==> src/rtl/dp_seq_pkg.sv <==
// rtl/dp_seq_pkg.sv - shared types and constants for the datapath sequencer
package dp_seq_pkg;

  typedef enum logic [2:0] {
    IDLE,
    LD_ADDR,
    LD_WR,
    BRK,
    EX_FETCH,
    EX_DEC,
    EX_WB,
    DONE
  } state_t;

  typedef struct packed {
    logic [2:0] rsvd;
    logic [4:0] rt;
    logic [4:0] rs;
    logic [2:0] op;
  } instr_t;

  // Instruction fields actually held by the sequencer; the reserved bits are dropped at fetch.
  typedef struct packed {
    logic [4:0] rt;
    logic [4:0] rs;
    logic [2:0] op;
  } dec_t;

  localparam int FLAG_NEG   = 0;
  localparam int FLAG_CARRY = 1;
  localparam int FLAG_OVF   = 2;
  localparam int FLAG_ZERO  = 3;

endpackage

==> src/rtl/datapath_sequencer_if.sv <==
// rtl/datapath_sequencer_if.sv - SRAM / register file / ALU bus driven by the sequencer
interface datapath_sequencer_if;
  logic [15:0] sram_rdata;
  logic [10:0] sram_addr;
  logic        sram_oe_n;
  logic        sram_wr_n;
  logic [4:0]  rf_raddr1;
  logic [4:0]  rf_raddr2;
  logic [4:0]  rf_waddr;
  logic [31:0] rf_wdata;
  logic        rf_wr_en;
  logic [31:0] alu_result;
  logic [3:0]  alu_flags;
  logic [2:0]  alu_ctrl;

  modport master (
    input  sram_rdata, alu_result, alu_flags,
    output sram_addr, sram_oe_n, sram_wr_n, rf_raddr1, rf_raddr2,
           rf_waddr, rf_wdata, rf_wr_en, alu_ctrl
  );

  modport slave (
    output sram_rdata, alu_result, alu_flags,
    input  sram_addr, sram_oe_n, sram_wr_n, rf_raddr1, rf_raddr2,
           rf_waddr, rf_wdata, rf_wr_en, alu_ctrl
  );
endinterface

==> src/rtl/dp_seq_addr_gen.sv <==
// rtl/dp_seq_addr_gen.sv - shared item counter with base-add address outputs and last-item flag
module dp_seq_addr_gen #(
  parameter int          NUM_DATA   = 16,
  parameter int          NUM_OPS    = 8,
  parameter logic [10:0] DATA_BASE  = 11'd0,
  parameter logic [10:0] INSTR_BASE = 11'd16,
  parameter logic [4:0]  DST_BASE   = 5'd16
) (
  input  logic        clk,
  input  logic        reset,
  input  logic        clr,
  input  logic        inc,
  input  logic        exec_phase,
  output logic [10:0] sram_addr,
  output logic [4:0]  cnt,
  output logic [4:0]  dst_waddr,
  output logic        last
);
  import dp_seq_pkg::*;

  logic [4:0] cnt_q, cnt_d;
  logic [5:0] last_idx;

  always_comb begin
    cnt_d = cnt_q;
    if (clr) cnt_d = '0;
    else if (inc) cnt_d = cnt_q + 5'd1;
  end

  always_ff @(posedge clk or negedge reset) begin
    if (!reset) cnt_q <= '0;
    else cnt_q <= cnt_d;
  end

  // Six-bit compare so a count of 32 terminates at index 31 without wrapping the counter.
  assign last_idx  = exec_phase ? 6'(NUM_OPS - 1) : 6'(NUM_DATA - 1);
  assign last      = ({1'b0, cnt_q} == last_idx);
  assign sram_addr = (exec_phase ? INSTR_BASE : DATA_BASE) + {6'b0, cnt_q};
  assign cnt       = cnt_q;
  assign dst_waddr = DST_BASE + cnt_q;
endmodule

==> src/rtl/datapath_sequencer.sv <==
// rtl/datapath_sequencer.sv - LOAD / breakpoint / EXEC sequencer for the SRAM, register file and ALU
module datapath_sequencer
  import dp_seq_pkg::*;
#(
  parameter int          NUM_DATA   = 16,
  parameter int          NUM_OPS    = 8,
  parameter logic [10:0] DATA_BASE  = 11'd0,
  parameter logic [10:0] INSTR_BASE = 11'd16,
  parameter logic [4:0]  DST_BASE   = 5'd16
) (
  input  logic                        clk,
  input  logic                        reset,
  input  logic                        start,
  input  logic                        abort,
  input  logic                        step_en,
  datapath_sequencer_if.master        dp,
  output logic [3:0]                  flags,
  output logic                        busy,
  output logic                        done
);

  state_t      state_q, state_d;
  dec_t        instr_q, instr_d;
  logic [3:0]  flags_q, flags_d;
  logic        cnt_clr, cnt_inc, exec_phase, last;
  logic [10:0] gen_addr;
  logic [4:0]  cnt, dst_waddr;

  dp_seq_addr_gen #(
    .NUM_DATA(NUM_DATA), .NUM_OPS(NUM_OPS), .DATA_BASE(DATA_BASE),
    .INSTR_BASE(INSTR_BASE), .DST_BASE(DST_BASE)
  ) u_addr_gen (
    .clk(clk), .reset(reset), .clr(cnt_clr), .inc(cnt_inc), .exec_phase(exec_phase),
    .sram_addr(gen_addr), .cnt(cnt), .dst_waddr(dst_waddr), .last(last)
  );

  assign exec_phase = state_q inside {EX_FETCH, EX_DEC, EX_WB};

  always_comb begin
    state_d = state_q;
    instr_d = instr_q;
    flags_d = flags_q;
    cnt_clr = 1'b0;
    cnt_inc = 1'b0;
    case (state_q)
      IDLE:     if (start) begin state_d = LD_ADDR; cnt_clr = 1'b1; end
      LD_ADDR:  state_d = LD_WR;
      LD_WR: begin
        if (last) begin state_d = BRK; cnt_clr = 1'b1; end
        else begin state_d = LD_ADDR; cnt_inc = 1'b1; end
      end
      BRK:      if (step_en) state_d = EX_FETCH;
      EX_FETCH: begin instr_d = dec_t'(dp.sram_rdata[12:0]); state_d = EX_DEC; end
      EX_DEC:   state_d = EX_WB;
      EX_WB: begin
        flags_d = dp.alu_flags;
        if (last) begin state_d = DONE; cnt_clr = 1'b1; end
        else begin state_d = EX_FETCH; cnt_inc = 1'b1; end
      end
      DONE:     state_d = IDLE;
      default:  state_d = IDLE;
    endcase
    // Abort overrides; the write already presented this cycle still lands on this edge.
    if (abort) begin
      state_d = IDLE;
      cnt_clr = 1'b1;
      cnt_inc = 1'b0;
    end
  end

  always_ff @(posedge clk or negedge reset) begin
    if (!reset) begin
      state_q <= IDLE;
      instr_q <= '0;
      flags_q <= '0;
    end else begin
      state_q <= state_d;
      instr_q <= instr_d;
      flags_q <= flags_d;
    end
  end

  always_comb begin
    dp.sram_addr = '0;
    dp.sram_oe_n = 1'b1;
    dp.rf_raddr1 = '0;
    dp.rf_raddr2 = '0;
    dp.rf_waddr  = '0;
    dp.rf_wdata  = '0;
    dp.rf_wr_en  = 1'b0;
    dp.alu_ctrl  = '0;
    case (state_q)
      LD_ADDR, EX_FETCH: begin
        dp.sram_addr = gen_addr;
        dp.sram_oe_n = 1'b0;
      end
      LD_WR: begin
        dp.sram_addr = gen_addr;
        dp.sram_oe_n = 1'b0;
        dp.rf_waddr  = cnt;
        dp.rf_wdata  = {16'b0, dp.sram_rdata};
        dp.rf_wr_en  = 1'b1;
      end
      EX_DEC, EX_WB: begin
        dp.rf_raddr1 = instr_q.rs;
        dp.rf_raddr2 = instr_q.rt;
        dp.alu_ctrl  = instr_q.op;
        if (state_q == EX_WB) begin
          dp.rf_waddr = dst_waddr;
          dp.rf_wdata = dp.alu_result;
          dp.rf_wr_en = 1'b1;
        end
      end
      default: ;
    endcase
  end

  assign dp.sram_wr_n = 1'b1;
  assign flags        = flags_q;
  assign busy         = (state_q != IDLE);
  assign done         = (state_q == DONE);

endmodule

==> src/flat_wrapper.sv <==
// flat-port wrapper written by rule: the top's interface ports become plain ports
module datapath_sequencer_flat import dp_seq_pkg::*;
#(
  parameter int          NUM_DATA   = 16,
  parameter int          NUM_OPS    = 8,
  parameter logic [10:0] DATA_BASE  = 11'd0,
  parameter logic [10:0] INSTR_BASE = 11'd16,
  parameter logic [4:0]  DST_BASE   = 5'd16
)
  (clk, reset, start, abort, step_en, flags, busy, done, dp_sram_rdata, dp_alu_result, dp_alu_flags, dp_sram_addr, dp_sram_oe_n, dp_sram_wr_n, dp_rf_raddr1, dp_rf_raddr2, dp_rf_waddr, dp_rf_wdata, dp_rf_wr_en, dp_alu_ctrl);
  datapath_sequencer_if dp_i ();
  input  logic clk;
  input  logic reset;
  input  logic start;
  input  logic abort;
  input  logic step_en;
  output logic [3:0] flags;
  output logic busy;
  output logic done;
  input wire logic [$bits(dp_i.sram_rdata)-1:0] dp_sram_rdata;
  input wire logic [$bits(dp_i.alu_result)-1:0] dp_alu_result;
  input wire logic [$bits(dp_i.alu_flags)-1:0] dp_alu_flags;
  output wire logic [$bits(dp_i.sram_addr)-1:0] dp_sram_addr;
  output wire logic [$bits(dp_i.sram_oe_n)-1:0] dp_sram_oe_n;
  output wire logic [$bits(dp_i.sram_wr_n)-1:0] dp_sram_wr_n;
  output wire logic [$bits(dp_i.rf_raddr1)-1:0] dp_rf_raddr1;
  output wire logic [$bits(dp_i.rf_raddr2)-1:0] dp_rf_raddr2;
  output wire logic [$bits(dp_i.rf_waddr)-1:0] dp_rf_waddr;
  output wire logic [$bits(dp_i.rf_wdata)-1:0] dp_rf_wdata;
  output wire logic [$bits(dp_i.rf_wr_en)-1:0] dp_rf_wr_en;
  output wire logic [$bits(dp_i.alu_ctrl)-1:0] dp_alu_ctrl;
  assign dp_i.sram_rdata = dp_sram_rdata;
  assign dp_i.alu_result = dp_alu_result;
  assign dp_i.alu_flags = dp_alu_flags;
  assign dp_sram_addr = dp_i.sram_addr;
  assign dp_sram_oe_n = dp_i.sram_oe_n;
  assign dp_sram_wr_n = dp_i.sram_wr_n;
  assign dp_rf_raddr1 = dp_i.rf_raddr1;
  assign dp_rf_raddr2 = dp_i.rf_raddr2;
  assign dp_rf_waddr = dp_i.rf_waddr;
  assign dp_rf_wdata = dp_i.rf_wdata;
  assign dp_rf_wr_en = dp_i.rf_wr_en;
  assign dp_alu_ctrl = dp_i.alu_ctrl;
  datapath_sequencer #(.NUM_DATA(NUM_DATA), .NUM_OPS(NUM_OPS), .DATA_BASE(DATA_BASE), .INSTR_BASE(INSTR_BASE), .DST_BASE(DST_BASE)) u_core (.clk(clk), .reset(reset), .start(start), .abort(abort), .step_en(step_en), .dp(dp_i), .flags(flags), .busy(busy), .done(done));
endmodule
==> config.mk <==
export PLATFORM = sky130hd
export DESIGN_NAME = datapath_sequencer_flat
export DESIGN_NICKNAME = d
export VERILOG_FILES = /design/src/rtl/dp_seq_pkg.sv /design/src/rtl/datapath_sequencer_if.sv /design/src/rtl/dp_seq_addr_gen.sv /design/src/rtl/datapath_sequencer.sv /design/src/flat_wrapper.sv
export SDC_FILE = /design/constraint.sdc
export NUM_CORES = 1
export LEC_CHECK = 0
export ABC_AREA = 0
export BUFFER_PORTS_ARGS = -buffer_cell sky130_fd_sc_hd__buf_2
export CAP_MARGIN = 5
export CORE_MARGIN = 2
export CORE_UTILIZATION = 44
export CTS_CLUSTER_DIAMETER = 80
export DETAILED_ROUTE_END_ITERATION = 8
export PLACE_DENSITY = 0.85
export SLEW_MARGIN = 20
export SYNTH_ARGS = -nofsm -noshare
export SYNTH_HDL_FRONTEND = slang
export SYNTH_SLANG_ARGS = --single-unit
export TNS_END_PERCENT = 10
==> constraint.sdc <==
create_clock -name clk -period 4.3 [get_ports clk]
set_clock_uncertainty 0.05 [all_clocks]
set_input_delay 0.43 -clock clk [delete_from_list [all_inputs] [get_ports clk]]
set_output_delay 0.43 -clock clk [all_outputs]
set_load 0.02 [all_outputs]
==> flow_summary.ini <==
[outcome]
status = complete, no violations

[worst_setup_path]
worstReg2RegEnd = u_core.instr_q[8]
cp-start-kind = flip-flop
crit_required_ps = 3820
arrival_ps = 2360
setup.worst_path.start = u_core.state_q[2]
cpMaxStageDelayCell = dfrtp_1
r2r_start = u_core.state_q[2]
crit_chain = buf_4 > a21boi_2 > and2_1 > buf_2
crit_path_end = dp_rf_raddr2[2]
cp_slowest_stage_delay_ps = 830
crit_path_max_fanout = 29
end_kind = output pin
rr_worst_depth = 3
r2r_slack_ps = 1870
path_class = reg2out

[synth]
synth-seq-cells = 25
yosysSeqAreaShare_pct = 35.1
yosysWarnings = 0
syn_area_per_cell_um2 = 9.37
synth_top_cell_area_share_pct = 35.1
synthCells = 190
synthTopCellsByArea = dfrtp_1 35%, mux2_2 11%, mux2i_1 9.0%
netlist.top_cell.by_area = dfrtp_1
netlist_area_um2 = 1780
synth_cell_types = 38

[detailed_routing]
vias_per_cell = 5.14
first_pass_iters = 4
drc_errors = 0
wl_mm = 4.73
first_iter_violations = 63
ant_nets = 0
vias = 1793
wire_per_inst_um = 13.5

[clock_tree]
h-tree-depth = 1
cts_buffer_depth = 2
cts_sinks = 25
cts-root-buf = clkbuf_8
cts_tree = done
cts_buffers = 3
cts.clk_slew.worst_paths_ps = 90
cts_hold_buf = 0
ctsResizeCount = 0
post_cts_buffers = 0
insertion_delay_ps = 270

[flow_run]
drv_cap = 0

[floorplanning]
initial_utilization_pct = 45.2
die_w_um = 67.6
die-height_um = 67.6
core_area_um2 = 3940
rows = 23
dieArea_um2 = 4570
ioPinCount = 127

[layout]
drive_gt1_share_pct = 49.8
final_common_cell = buf_2
diodes = 0
final_cell_area_um2 = 2390
final_cell_mix = 120 x buf_2, 25 x nor2_1, 25 x dfrtp_1, 23 x and2_1
layout.nets = 359
postLayoutCoreUtil_pct = 60.6
area_growth_pct = 34.2

[sta]
worst_pin_slew_ps = 740
setup_tns_ps = 0
final_hold_viol_count = 0
slew_violations = 0
max_freq_mhz = 352
slew_headroom_pct = 50.7
post-route-period-util_pct = 66.1
fin_crit_ps = 2840
finalSetupViolCount = 0
rsz0062_at_grt = false

[power]
p_leak_nw = 1.37
seq_power_share_pct = 51.9
internal-power_mw = 0.409
clkPwrFrac_pct = 24.7
pwr-share-comb_pct = 23.4
vdd_drop_max_uv = 193
total_power_mw = 0.578
power.density_nw_per_um2 = 242
p_switching_mw = 0.169
switching_share_pct = 29.3

[placement]
place.gp.congestion = 0.855
dpl_cell_area_um2 = 2340
io_buffers = 120
hpwl_mm = 3.66

[global_routing]
grtUsageMet1_pct = 23.9
grt_pass1_wl_mm = 6.60
grt_max_degree = 30
grtUsageMet3_pct = 2.67
grt_pass1_vias = 1452
globalRouteTotalUtil_pct = 19.2
antenna_found_initial = 0
top_usage_layer = met2
grt_use_met2_pct = 33.1
globalRoute.totalOverflow = 0

[hold_path]
hold_path_class = in2async
cells by family (layout without fill, tap and decap cells):
logic type / Yosys count / count (layout) / synth area share (%)
adder cells (fa/ha/maj): 2 / 2 / 1.41
multiplexers: 33 / 33 / 19.7
other: 2 / 6 / 0.422
flip-flops: 25 / 25 / 35.1
AND/OR/NAND/NOR: 83 / 83 / 26.0
XOR/XNOR: 4 / 4 / 1.97
AO/OA/AOI/OAI: 16 / 16 / 7.31
buffers and inverters: 25 / 130 / 8.01
synthesized netlist by cell type (all sizes together):
cell type	instances
a21boi	1
ha	2
a22o	1
nand4b	1
nand4	1
nand3b	1
nor3	1
and2	23
nand2b	2
nand2	7
a221oi	1
xnor2	3
conb	2
a21oi	4
a21bo	1
buf	16
a32o	1
o21ai	2
a211oi	2
xor2	1
clkinv	1
clkbuf	4
mux2	17
and3	17
nor2	25
o21bai	1
nor3b	1
or3	2
and3b	1
inv	4
mux2i	16
nand3	1
o31ai	2
dfrtp	25
power by group through the flow:
stage / clock, mW / combinational, mW / sequential (mW)
floorplan: 0 / 0.0900 / 0.297
global placement: 0 / 0.132 / 0.304
detailed placement: 0 / 0.136 / 0.305
CTS: 0.148 / 0.136 / 0.300
global route: 0.156 / 0.149 / 0.305
finish: 0.143 / 0.135 / 0.300
metal layers:
metal  part of all wire (%)  routed length [um]  vias up
met5                      0                   0        -
met4                    1.3                  63        0
met3                    8.4                 399        5
met2                     52                2480       84
met1                     38                1780      856
li1                       -                   -      848
through the flow:
| step | hold WS (ps) | instances | setup slack, ps |
|---|---|---|---|
| CTS | 106 | 349 | 1460 |
| global placement | 400 | 345 | 1860 |
| floorplan | 84.4 | 194 | 2490 |
| global route | 140 | 349 | 1340 |
| detailed placement | 410 | 345 | 1770 |
| finish | 82.8 | 349 | 1460 |
worst min-delay path by stage:
stage	start	end	slack [ps]	cells past startpoint
after detailed placement	reset	u_core.instr_q[8]	410	1
after CTS	reset	u_core.instr_q[8]	110	1
final	reset	u_core.instr_q[6]	80	1
after global routing	reset	u_core.instr_q[6]	140	1
after floorplan	reset	u_core.flags[0]	80	0
after global placement	reset	u_core.instr_q[6]	400	1
area by class of cell:
| class | instances | area (um^2) |
|---|---|---|
| Fill cell | 361 | 1550 |
| Inverter | 5 | 20.0 |
| Clock buffer | 4 | 45.0 |
| Multi-Input combinational cell | 144 | 1030 |
| Sequential cell | 25 | 626 |
| Timing Repair Buffer | 121 | 608 |
| Tap cell | 50 | 62.6 |
flip-flops by register name, summed over array words and instances (netlist names):
name,cells
u_core.instr_q,13
u_core.u_addr_gen.cnt,5
u_core.flags,4
u_core.state_q,3
worst max-delay path, delay by kind of cell (launching register included):
family                 cells  cell delay, ps
buffers and inverters      2             570
AO/OA/AOI/OAI              1             470
flip-flops                 1             830
AND/OR/NAND/NOR            1             200
Power figures use the tool's default switching activity.
